--- config.mk ---
export PLATFORM = sky130hd
export DESIGN_NAME = uart_tx_arbiter
export DESIGN_NICKNAME = d
export VERILOG_FILES = /design/src/rtl/uart_tx_arbiter.sv
export SDC_FILE = /design/constraint.sdc
export NUM_CORES = 1
export LEC_CHECK = 0
export BUFFER_PORTS_ARGS = -buffer_cell sky130_fd_sc_hd__buf_4
export CORE_ASPECT_RATIO = 1.2
export CORE_UTILIZATION = 35
export CTS_BUF_LIST = sky130_fd_sc_hd__clkbuf_2 sky130_fd_sc_hd__clkbuf_4 sky130_fd_sc_hd__clkbuf_8
export CTS_CLUSTER_SIZE = 24
export DETAILED_ROUTE_END_ITERATION = 10
export SYNTH_ARGS = -nofsm -noshare
export SYNTH_HDL_FRONTEND = slang
export SYNTH_SLANG_ARGS = --single-unit
--- constraint.sdc ---
create_clock -name i_clk_in -period 3.2 [get_ports i_clk_in]
set_input_delay 0.64 -clock i_clk_in [delete_from_list [all_inputs] [get_ports i_clk_in]]
set_output_delay 0.64 -clock i_clk_in [all_outputs]
set_load 0.01 [all_outputs]
--- src/rtl/uart_tx_arbiter.sv ---
// uart_tx_arbiter
// Round-robin arbiter that shares one UART TX core between NUM_REQ byte-stream
// requesters. A grant is held for a whole packet (closed by req_last), capped at
// MAX_BURST bytes, and dropped if the granted requester stays idle for TIMEOUT
// cycles mid-packet. Drives the TX core's start/data handshake.
//
// Ports:
//   i_clk_in        system clock, rising edge
//   i_reset_n       asynchronous active-low reset
//   i_req_valid     per-requester byte available
//   i_req_data      requester i's byte at [8i+7:8i]
//   i_req_last      offered byte closes its packet
//   o_req_ready     byte accepted this cycle (combinational)
//   o_tx_data       byte presented to the TX core
//   o_tx_start      one-cycle start pulse to the TX core
//   i_tx_busy       TX core is transmitting
//   o_grant_id      current or most recent grantee
//   o_grant_active  a grant is held
module uart_tx_arbiter #(
   parameter int unsigned NUM_REQ   = 3,
   parameter int unsigned MAX_BURST = 16,
   parameter int unsigned TIMEOUT   = 1000
) (
   input  logic                       i_clk_in,
   input  logic                       i_reset_n,
   input  logic [NUM_REQ-1:0]         i_req_valid,
   input  logic [NUM_REQ*8-1:0]       i_req_data,
   input  logic [NUM_REQ-1:0]         i_req_last,
   output logic [NUM_REQ-1:0]         o_req_ready,
   output logic [7:0]                 o_tx_data,
   output logic                       o_tx_start,
   input  logic                       i_tx_busy,
   output logic [$clog2(NUM_REQ)-1:0] o_grant_id,
   output logic                       o_grant_active
);

   localparam int unsigned GW = $clog2(NUM_REQ);
   localparam int unsigned BW = $clog2(MAX_BURST + 1);
   localparam int unsigned IW = $clog2(TIMEOUT);

   typedef enum logic [1:0] {
      StIdle,
      StSend,
      StWaitAck,
      StWaitDone
   } state_e;

   state_e        r_state;
   logic [GW-1:0] r_grant_id;
   logic [GW-1:0] r_last_grant;
   logic          r_grant_active;
   logic          r_tx_start;
   logic [7:0]    r_tx_data;
   logic          r_last_flag;
   logic [BW-1:0] r_burst_cnt;
   logic [IW-1:0] r_idle_cnt;

   logic          w_gnt_valid;
   logic          w_gnt_last;
   logic [7:0]    w_gnt_data;
   logic          w_xfer;
   logic          w_any_valid;
   logic          w_has_hi;
   logic          w_has_lo;
   logic [GW-1:0] w_sel_hi;
   logic [GW-1:0] w_sel_lo;
   logic [GW-1:0] w_next_grant;

   // Select the granted requester's signals and drive its ready bit only.
   always_comb begin
      w_gnt_valid = 1'b0;
      w_gnt_last  = 1'b0;
      w_gnt_data  = 8'h00;
      o_req_ready = '0;
      for (int unsigned i = 0; i < NUM_REQ; i++) begin
         if (r_grant_id == GW'(i)) begin
            w_gnt_valid    = i_req_valid[i];
            w_gnt_last     = i_req_last[i];
            w_gnt_data     = i_req_data[8*i +: 8];
            o_req_ready[i] = (r_state == StSend) && !i_tx_busy;
         end
      end
   end

   assign w_xfer      = (r_state == StSend) && !i_tx_busy && w_gnt_valid;
   assign w_any_valid = |i_req_valid;

   // Rotating priority: the lowest valid index above last_grant wins; if there
   // is none, wrap around to the lowest valid index at or below it.
   always_comb begin
      w_has_hi = 1'b0;
      w_has_lo = 1'b0;
      w_sel_hi = '0;
      w_sel_lo = '0;
      for (int unsigned i = 0; i < NUM_REQ; i++) begin
         if (i_req_valid[i]) begin
            if (GW'(i) > r_last_grant) begin
               if (!w_has_hi) begin
                  w_has_hi = 1'b1;
                  w_sel_hi = GW'(i);
               end
            end else if (!w_has_lo) begin
               w_has_lo = 1'b1;
               w_sel_lo = GW'(i);
            end
         end
      end
      w_next_grant = w_has_hi ? w_sel_hi : w_sel_lo;
   end

   always_ff @(posedge i_clk_in or negedge i_reset_n) begin
      if (!i_reset_n) begin
         r_state        <= StIdle;
         r_grant_id     <= '0;
         r_last_grant   <= GW'(NUM_REQ - 1);
         r_grant_active <= 1'b0;
         r_tx_start     <= 1'b0;
         r_tx_data      <= 8'h00;
         r_last_flag    <= 1'b0;
         r_burst_cnt    <= '0;
         r_idle_cnt     <= '0;
      end else begin
         r_tx_start <= 1'b0;
         unique case (r_state)
            StIdle: begin
               if (w_any_valid) begin
                  r_grant_id     <= w_next_grant;
                  r_grant_active <= 1'b1;
                  r_burst_cnt    <= '0;
                  r_idle_cnt     <= '0;
                  r_state        <= StSend;
               end
            end
            StSend: begin
               if (w_xfer) begin
                  r_tx_data   <= w_gnt_data;
                  r_tx_start  <= 1'b1;
                  r_last_flag <= w_gnt_last;
                  r_burst_cnt <= r_burst_cnt + BW'(1);
                  r_idle_cnt  <= '0;
                  r_state     <= StWaitAck;
               end else if (!w_gnt_valid) begin
                  // Starved mid-packet: give the UART to someone else.
                  if (r_idle_cnt == IW'(TIMEOUT - 1)) begin
                     r_grant_active <= 1'b0;
                     r_last_grant   <= r_grant_id;
                     r_state        <= StIdle;
                  end else begin
                     r_idle_cnt <= r_idle_cnt + IW'(1);
                  end
               end
            end
            StWaitAck: begin
               if (i_tx_busy) begin
                  r_state <= StWaitDone;
               end
            end
            StWaitDone: begin
               if (!i_tx_busy) begin
                  if (r_last_flag || (r_burst_cnt == BW'(MAX_BURST))) begin
                     r_grant_active <= 1'b0;
                     r_last_grant   <= r_grant_id;
                     r_state        <= StIdle;
                  end else begin
                     r_state <= StSend;
                  end
               end
            end
         endcase
      end
   end

   assign o_tx_data      = r_tx_data;
   assign o_tx_start     = r_tx_start;
   assign o_grant_id     = r_grant_id;
   assign o_grant_active = r_grant_active;

endmodule

==> metrics.txt <==
outcome=complete, no violations; worst slew pin tran=0.7341 ns; post-DP HPWL=3288 um; CTS tree=yes; DRT met1 WL=1960 um; Layout Nets=287; DR iter-0 viols=84; GRT Residual Overflow=0; sequential cell area fraction in the yosys report=0.4290; Avg WL per Cell=13.97 um; adder-cell area share of the yosys netlist=0.02008; Critical Path RT=2.56 ns; Layout area overhead=26.51%; Clk Latency, worst-skew pair=0.28 ns; FF+latch area=802.0 um^2; Mapped Nets=239; crit path cell chain=and2b_2 -> nand2b_1 -> nor3b_1 -> buf_4; endpoints failing setup=0; top layer in use=met4; Remaining DRCs=0; CTS Root Cell=clkbuf_8; Async SR Flop Fraction=1.000; Mean Syn Cell Area=9.208 um^2; Final Hold Vio Count=0; Pleak=1.087 nW; clk buf depth=2; Die Y=82.06 um; PortBufs=47; core area=0.005045 mm^2; drt first pass iters=4; Antenna Diode Count=0; CTS sink count=32; Synth Area in Compound Gates=0.1928; max cap viols=0; I/O pins=48; Std-Cell Rows=28; cell family with most CP delay=simple AND/OR/NAND/NOR gates; number of nets with antenna violations after routing=0; main combinational cell family by area after synthesis=simple AND/OR/NAND/NOR gates; final core utilization=0.4688; xor-xnor portion of the synthesized cell area=0.004685; peak supply drop=0.2442 mV; fmax=427.5 MHz; multiplexer area fraction after synthesis=0.08434; Die Area=0.005638 mm^2; CP bufs+invs=1; Startpoint Class=flip-flop; first-pass GRT wire length=6789 um; clock-pin slew on the worst setup and hold paths=0.06 ns; CP max stage delay=0.47 ns; gpl congestion=0.7674; met2 WL=2170 um; crit path capture type=output pin; post-synthesis instance total=203; routed wire length=4359 um; WP data arrival=1.70 ns; Post-Syn Area=0.001869 mm^2; Hold WC Path Type=in -> async; number of synthesized register bits=32; Pins Over Slew Limit=0; R2R setup slack=0.95 ns; fraction of layout cells with a size suffix above 1=0.2817; Synthesis Warnings=0; Hold-fix buffers, CTS=0; routed vias/inst=5.192; Synth Area in Simple Gates=0.2289; Crit Path Category=reg -> out; Post-CTS Repair Setup Buffers=0; clock skew=0.004086 ns; Slew HR=0.5068; Distinct cells, synth=45; htree depth=2; critical path's slowest cell=dfrtp_1; PD cells=789.9 mW/mm^2; Setup TNS Final=0 ns; # fillers=507; Max FO, Critical Path=8; predominant post-synthesis flop cell=dfrtp_1; met3 routed WL=175 um; unrepaired setup endpoints after global routing=no; Min Clock Period, post-route=2.339 ns; vias in the first global route=1,404; largest net degree at the start of global routing=33; Initial Util=0.3705; number of flops mapped to enable cells by yosys=0; Final Cycle Share=0.7310; total CTS buffers=5; footprint of the multi-input gates=992.2 um^2; Resized cells post-CTS=0; antenna violations before repair=0; Die Wd=68.72 um; aggregate global-route resource usage=0.1651; vias=1,620
-- final cells by class --
type	count	share of cell area
Sequential cell	32	0.3392
Tap cell	60	0.03175
Inverter	6	0.009524
Multi-Input combinational cell	156	0.4196
Clock buffer	8	0.04127
Timing Repair Buffer	50	0.1587
-- where the power goes --
part | switching, mW | total [mW] | internal (mW)
registers | 0.107 | 0.636 | 0.529
logic | 0.498 | 0.896 | 0.398
clock network | 0.144 | 0.336 | 0.192
total | 0.749 | 1.87 | 1.12
-- per-layer routing --
metal	vias up	track usage
met2	26	0.2598
met4	0	0.05714
li1	821	-
met3	5	0.04861
met1	768	0.2130
met5	-	0
-- state kept, by name (all words and copies together), names as in the netlist, named ones only --
| name | flops |
|---|---|
| r_state | 1 |
| r_last_flag | 1 |
| o_tx_data | 8 |
| o_grant_active | 1 |
| r_burst_cnt | 5 |
| o_grant_id | 2 |
| o_tx_start | 1 |
| r_idle_cnt | 10 |
| r_last_grant | 2 |
-- through the flow --
step	setup WS (ns)	power (mW)	hold WS (ns)	cell area, um^2	std cells
6_report	0.8609	1.868	0.2861	2365	312
3_3_place_gp	0.9619	1.554	0.4648	2267	304
4_1_cts	0.8170	1.897	0.3008	2365	312
5_1_grt	0.6570	2.038	0.3145	2365	312
3_5_place_dp	0.9250	1.552	0.4767	2267	304
2_1_floorplan	1.297	1.267	0.3444	1869	203
-- worst reg2reg max path: stages, from the launching register on --
cell	delay, ns
dfrtp_1	0.42
buf_4	0.27
nor2b_1	0.07
buf_4	0.18
a2bb2oi_4	0.24
or2_1	0.56
nand2_1	0.22
o21ai_0	0.19
-- synthesized netlist by cell type, types with 3 or more instances --
master / count / area (um^2)
a211o_1: 3 / 26.28
a21oi_1: 17 / 85.08
buf_2: 3 / 15.01
clkbuf_1: 4 / 15.01
dfrtp_1: 31 / 775.7
ha_1: 3 / 37.54
inv_1: 6 / 22.52
mux2i_1: 9 / 90.09
nand2_1: 25 / 93.84
nand3_1: 9 / 45.04
nand3_2: 3 / 30.03
nor2_1: 14 / 52.55
nor2b_1: 3 / 18.77
nor3_1: 8 / 40.04
o21ai_0: 15 / 75.07
o21ai_1: 6 / 30.03
or3_1: 7 / 43.79
-- worst paths after layout --
| kind | endpoint | startpoint | depth (start not counted) |
|---|---|---|---|
| max in group asynchronous | r_last_grant[1]$_DFFE_PN1P_ | i_reset_n | 1 |
| setup / recovery | o_req_ready[1] | flip-flop | 4 |
| hold / removal | o_tx_data[1]$_DFFE_PN0P_ | i_reset_n | 1 |
| hold reg to reg | o_tx_data[5]$_DFFE_PN0P_ | o_tx_data[5]$_DFFE_PN0P_ | 2 |
| min in group i_clk_in | o_tx_data[5]$_DFFE_PN0P_ | o_tx_data[5]$_DFFE_PN0P_ | 2 |
| setup reg to reg | r_burst_cnt[1]$_DFFE_PN0P_ | o_grant_id[0]$_DFFE_PN0P_ | 7 |
-- cells in the final DEF (no fill, tap or decap), types with 2 or more instances in the layout --
| master | netlist | layout |
|---|---|---|
| dfrtp_1 | 31 | 31 |
| nand3_1 | 9 | 9 |
| and3_1 | 2 | 2 |
| ha_1 | 3 | 3 |
| clkbuf_4 | 0 | 2 |
| inv_1 | 6 | 6 |
| nor2b_1 | 3 | 3 |
| nand3_2 | 3 | 3 |
| mux2i_1 | 9 | 9 |
| o211ai_1 | 2 | 2 |
| nor3b_1 | 2 | 2 |
| buf_4 | 0 | 50 |
| o21ai_1 | 6 | 6 |
| a211o_1 | 3 | 3 |
| o21a_1 | 2 | 2 |
| mux2i_4 | 2 | 2 |
| nand2_1 | 25 | 25 |
| a21oi_1 | 17 | 17 |
| nand2b_1 | 2 | 2 |
| a21o_1 | 2 | 2 |
| nor3_1 | 8 | 8 |
| nor2_1 | 14 | 14 |
| mux2_1 | 2 | 2 |
| or3_1 | 7 | 7 |
| clkbuf_8 | 0 | 6 |
| o21ai_0 | 15 | 15 |
-- logic make-up after synthesis --
family                     count (synthesis)
DFF                                       32
xor gates and xnor gates                   1
buffers and inverters                     15
and+or+nand+nor                           83
AOI/OAI and AO/OA                         56
muxes                                     13
adders and majority gates                  3
(Power assumes the default switching activity.)
